<file path="src/rtl/output_display_module.sv">
// Output display: converts the output register value to three BCD digits
// with a sequential double-dabble engine and scans them onto a multiplexed
// three-digit seven-segment display with leading-zero blanking.
module output_display_module #(
    parameter int REFRESH_BITS = 4
) (
    input  logic       clk,
    input  logic       rst,
    input  logic [7:0] data,
    output logic [6:0] seg,
    output logic [2:0] an,
    output logic [11:0] bcd,
    output logic       busy
);

    typedef enum logic {
        IDLE,
        SHIFT
    } state_t;

    state_t                  state_q;
    logic [7:0]              lastValue_q;
    logic [19:0]             shiftReg_q;
    logic [19:0]             shiftReg_d;
    logic [19:0]             adjusted;
    logic [2:0]              count_q;
    logic                    busy_q;
    logic [11:0]             bcd_q;
    logic [REFRESH_BITS-1:0] refresh_q;
    logic [1:0]              digit_q;
    logic [3:0]              selNibble;
    logic                    blank;

    // One double-dabble step: add 3 to every BCD nibble that is 5 or more, then shift left.
    always_comb begin
        adjusted = shiftReg_q;
        if (shiftReg_q[19:16] >= 4'd5) adjusted[19:16] = shiftReg_q[19:16] + 4'd3;
        if (shiftReg_q[15:12] >= 4'd5) adjusted[15:12] = shiftReg_q[15:12] + 4'd3;
        if (shiftReg_q[11:8]  >= 4'd5) adjusted[11:8]  = shiftReg_q[11:8]  + 4'd3;
        shiftReg_d = {adjusted[18:0], 1'b0};
    end

    // Conversion FSM: capture a changed input, run eight steps, publish the BCD result.
    always_ff @(posedge clk or negedge rst) begin
        if (!rst) begin
            state_q     <= IDLE;
            lastValue_q <= 8'h00;
            shiftReg_q  <= 20'h00000;
            count_q     <= 3'd0;
            busy_q      <= 1'b0;
            bcd_q       <= 12'h000;
        end else begin
            case (state_q)
                IDLE: begin
                    if (data != lastValue_q) begin
                        shiftReg_q  <= {12'h000, data};
                        lastValue_q <= data;
                        count_q     <= 3'd0;
                        busy_q      <= 1'b1;
                        state_q     <= SHIFT;
                    end
                end
                SHIFT: begin
                    shiftReg_q <= shiftReg_d;
                    count_q    <= count_q + 3'd1;
                    if (count_q == 3'd7) begin
                        bcd_q   <= shiftReg_d[19:8];
                        busy_q  <= 1'b0;
                        state_q <= IDLE;
                    end
                end
                default: state_q <= IDLE;
            endcase
        end
    end

    // Free-running refresh counter; each wrap moves the scan to the next digit.
    always_ff @(posedge clk or negedge rst) begin
        if (!rst) begin
            refresh_q <= '0;
            digit_q   <= 2'd0;
        end else begin
            refresh_q <= refresh_q + 1'b1;
            if (&refresh_q) begin
                digit_q <= (digit_q == 2'd2) ? 2'd0 : digit_q + 2'd1;
            end
        end
    end

    // Digit select, nibble mux, leading-zero blanking and segment decode.
    always_comb begin
        an        = 3'b001;
        selNibble = bcd_q[3:0];
        blank     = 1'b0;
        case (digit_q)
            2'd1: begin
                an        = 3'b010;
                selNibble = bcd_q[7:4];
                blank     = (bcd_q[11:8] == 4'd0) && (bcd_q[7:4] == 4'd0);
            end
            2'd2: begin
                an        = 3'b100;
                selNibble = bcd_q[11:8];
                blank     = (bcd_q[11:8] == 4'd0);
            end
            default: begin
                an        = 3'b001;
                selNibble = bcd_q[3:0];
                blank     = 1'b0;
            end
        endcase
        case (selNibble)
            4'd0:    seg = 7'h3F;
            4'd1:    seg = 7'h06;
            4'd2:    seg = 7'h5B;
            4'd3:    seg = 7'h4F;
            4'd4:    seg = 7'h66;
            4'd5:    seg = 7'h6D;
            4'd6:    seg = 7'h7D;
            4'd7:    seg = 7'h07;
            4'd8:    seg = 7'h7F;
            4'd9:    seg = 7'h6F;
            default: seg = 7'h00;
        endcase
        if (blank) seg = 7'h00;
    end

    assign bcd  = bcd_q;
    assign busy = busy_q;

endmodule

</file>
<file path="config.mk">
export PLATFORM = sky130hd
export DESIGN_NAME = output_display_module
export DESIGN_NICKNAME = d
export VERILOG_FILES = /design/src/rtl/output_display_module.sv
export SDC_FILE = /design/constraint.sdc
export NUM_CORES = 1
export LEC_CHECK = 0
export CAP_MARGIN = 15
export CORE_ASPECT_RATIO = 0.6
export CORE_MARGIN = 2
export CORE_UTILIZATION = 59
export DETAILED_ROUTE_END_ITERATION = 16
export GPL_TIMING_DRIVEN = 0
export PLACE_DENSITY = 0.84
export SETUP_SLACK_MARGIN = 0.02
export SLEW_MARGIN = 10
export SYNTH_ARGS = -nofsm -noshare
export SYNTH_HDL_FRONTEND = slang
export SYNTH_SLANG_ARGS = --single-unit
</file>
<file path="constraint.sdc">
create_clock -name clk -period 7.7 [get_ports clk]
set_clock_uncertainty 0.15 [all_clocks]
set_input_delay 1.54 -clock clk [delete_from_list [all_inputs] [get_ports clk]]
set_output_delay 1.54 -clock clk [all_outputs]
set_load 0.03 [all_outputs]
</file>
==> reports/qor.yml <==
run_status:
  status: "completed"
cts:
  cts.clk_slew.worst_paths_ps: 90
  post-cts-setup-buffer-count: 0
  root_buffer: "clkbuf_8"
  cts_sinks: 51
  cts_inserted_buffers: 5
  cts_hold_buffers: 0
  clockBufferDepth: 2
  htree_levels: 2
  clock_latency_ps: 310
  post_cts_resized: 0
  tritoncts: "yes"
layout:
  num-fill-cells: 310
  diodes: 0
  seqCellArea_mm2: 0.00128
  drive_gt1_frac: 0.134
  multiInputGateArea_mm2: 0.00127
  area.growth.synth_to_final_pct: 19.1
  finalNetCount: 297
  mostFrequentLayoutCells: "dfrtp_1 (51), clkdlybuf4s50_1 (31), ha_1 (19), mux2_2 (17)"
  mostFrequentLayoutCell: "dfrtp_1"
sta:
  clock.fmax_mhz: 183
  worst_pin_slew_ps: 671
  setup_tns_ps: 0
  finalMaxSlewViolations: 0
  rsz0062_at_grt: "false"
  finalHoldViolations: 0
  setup_viol: 0
  relSlewSlack: 0.540
  fin_crit_sh: 0.709
  min_period_ps: 5460
  setup_ws_ps: 2240
place:
  port_buffers: 32
  gp_congestion: 0.831
  pre_cts_slack_ps: 2650
  dp_hpwl_mm: 4.20
pwr:
  leakage_uw: 0.00140
  powerDensity_mw_per_mm2: 435
  worst_ir_drop_vdd_v: 0.000215
  power.total_uw: 1370
global_route:
  overflow: 0
  antenna_found_initial: 0
  grtUsageTotal: 0.234
  grt_pass1_vias: 1824
  grt_pass1_wl_mm: 9.22
  grt_start_max_net_pins: 38
route:
  route.detailed.wl_per_inst_um: 16.7
  viasPerCell: 5.68
  drt-initial-drc-count: 177
  drc: 0
  via_count: 1869
  ant_nets: 0
  drt-total-wl_mm: 5.48
  dr.pass1.iters: 6
setup_path:
  cp_slowest_cell: "clkdlybuf4s50_1"
  crit_arrival_ps: 3770
  crit_fanout: 8
  path_delay_family: "buffers and inverters"
  cp_slowest_stage_delay_ps: 730
  worst-path-buf-inv: 4
  timing.reg2reg.setup_slack_ps: 5730
  reg2regPathDepth: 5
  timing_worst_setup_path_type: "reg -> out"
  crit_path_start_kind: "flop"
  regToRegStartpoint: "count_q[0]$_DFFE_PN0P_"
  rr_endpoint: "bcd[0]$_DFFE_PN0P_"
  crit_path_end_kind: "output pin"
  crit_chain: "inv_1, ha_1, buf_2, mux2i_1, inv_1, ha_1, a211oi_1, a21oi_1, a211oi_1, clkdlybuf4s50_1"
  worstPathRequired_ps: 6010
synth:
  synthCells: 228
  synth.area.top_cells: "dfrtp_1 (48%), ha_1 (9.0%), mux2_2 (7.2%)"
  avgSynthCellArea_um2: 11.6
  synth.yosys.warnings: 0
  ys_seq_area_frac: 0.482
  synthesis.area_mm2: 0.00265
  syn_nets: 257
  synth.distinct_cells: 35
  synth_top_area_share: 0.482
  synth_top_area_cell: "dfrtp_1"
  ys_ff_latch: 51
floorplanning:
  design.core.area_mm2: 0.00421
  num_rows: 18
  die_y_um: 55.9
  start_util: 0.629
  die_area_mm2: 0.00506
  die_w_um: 90.5
  ios: 33
flow_run:
  cap_violations: 0
worst_hold_path:
  hold_depth: 1
  hold_class: "reg -> reg"
  hp-start: "refresh_q[0]$_DFF_PN0_"
  holdPathEnd: "refresh_q[0]$_DFF_PN0_"
-- report_power, final --
group          total, uW  switching (uW)  internal (uW)
combinational        743             401            342
sequential           469            91.0            378
clock                160            86.6           73.7
-- final cells by class --
type | instances | share of cell area
repair buffers | 33 | 0.106
flip-flops and latches | 51 | 0.405
multi-input cells | 155 | 0.404
clock buffers | 7 | 0.0274
well taps | 60 | 0.0238
inverters | 13 | 0.0155
clock inverters | 1 | 0.00278
plain buffers | 9 | 0.0151
-- how the worst max path moves through the flow --
| stage | startpoint | to | slack (ps) | cells after the start |
|---|---|---|---|---|
| floorplan | digit_q[0]$_DFFE_PN0P_ | seg[3] | 3220 | 8 |
| global placement | digit_q[0]$_DFFE_PN0P_ | seg[3] | 2870 | 9 |
| detailed placement | digit_q[0]$_DFFE_PN0P_ | seg[5] | 2650 | 10 |
| CTS | digit_q[0]$_DFFE_PN0P_ | seg[5] | 2290 | 10 |
| global route | digit_q[0]$_DFFE_PN0P_ | seg[5] | 2070 | 10 |
| finish | digit_q[0]$_DFFE_PN0P_ | seg[5] | 2240 | 10 |
-- flip-flops by register name, indices dropped and copies added (netlist names) --
signal / cells
digit_q: 2
state_q: 1
lastValue_q: 8
shiftReg_q: 20
count_q: 3
bcd: 12
busy: 1
refresh_q: 4
-- synthesized netlist by cell type --
cell type	count
dfrtp_1	51
ha_1	19
mux2_2	17
inv_1	13
xnor2_1	13
nand2_1	12
a22o_1	11
o21ai_0	11
a21oi_1	10
a221o_1	7
and2_1	7
o2bb2ai_1	7
mux2i_1	6
buf_2	5
a211oi_1	4
nor2_1	4
nor3b_1	4
clkbuf_1	3
nand2b_1	3
nand3_1	2
nand4_1	2
nor4_1	2
o211ai_1	2
o21a_1	2
a21o_1	1
a21oi_2	1
a22oi_1	1
a311oi_1	1
buf_6	1
mux2_4	1
mux2i_2	1
nor3_1	1
nor3_2	1
o22ai_1	1
xor2_1	1
-- metrics by stage --
step                hold WS, ps  area (um^2)  cells  utilization
finish                      323         3150    329        0.749
global placement            293         3040    320        0.723
global route                363         3150    329        0.749
CTS                         330         3150    329        0.749
floorplan                   273         2650    228            -
detailed placement          316         3060    321        0.726
-- cell families (layout without fill, tap and decap cells) --
logic type | count (synthesis) | count (layout) | share of synthesized area
AO/OA/AOI/OAI | 59 | 59 | 0.163
XOR/XNOR | 14 | 14 | 0.0463
adder cells (fa/ha/maj) | 19 | 19 | 0.0898
buffers and inverters | 22 | 63 | 0.0364
flip-flops | 51 | 51 | 0.482
multiplexers | 25 | 25 | 0.106
AND/OR/NAND/NOR | 38 | 38 | 0.0766
-- layer usage --
layer  global-route usage  vias up  wire length, um
met4               0.0593        0               63
met3               0.0447        6              217
li1                     -      900                -
met5                    0        -                0
met2                0.352       35             2490
met1                0.352      928             2710
Power figures use the tool's default switching activity.
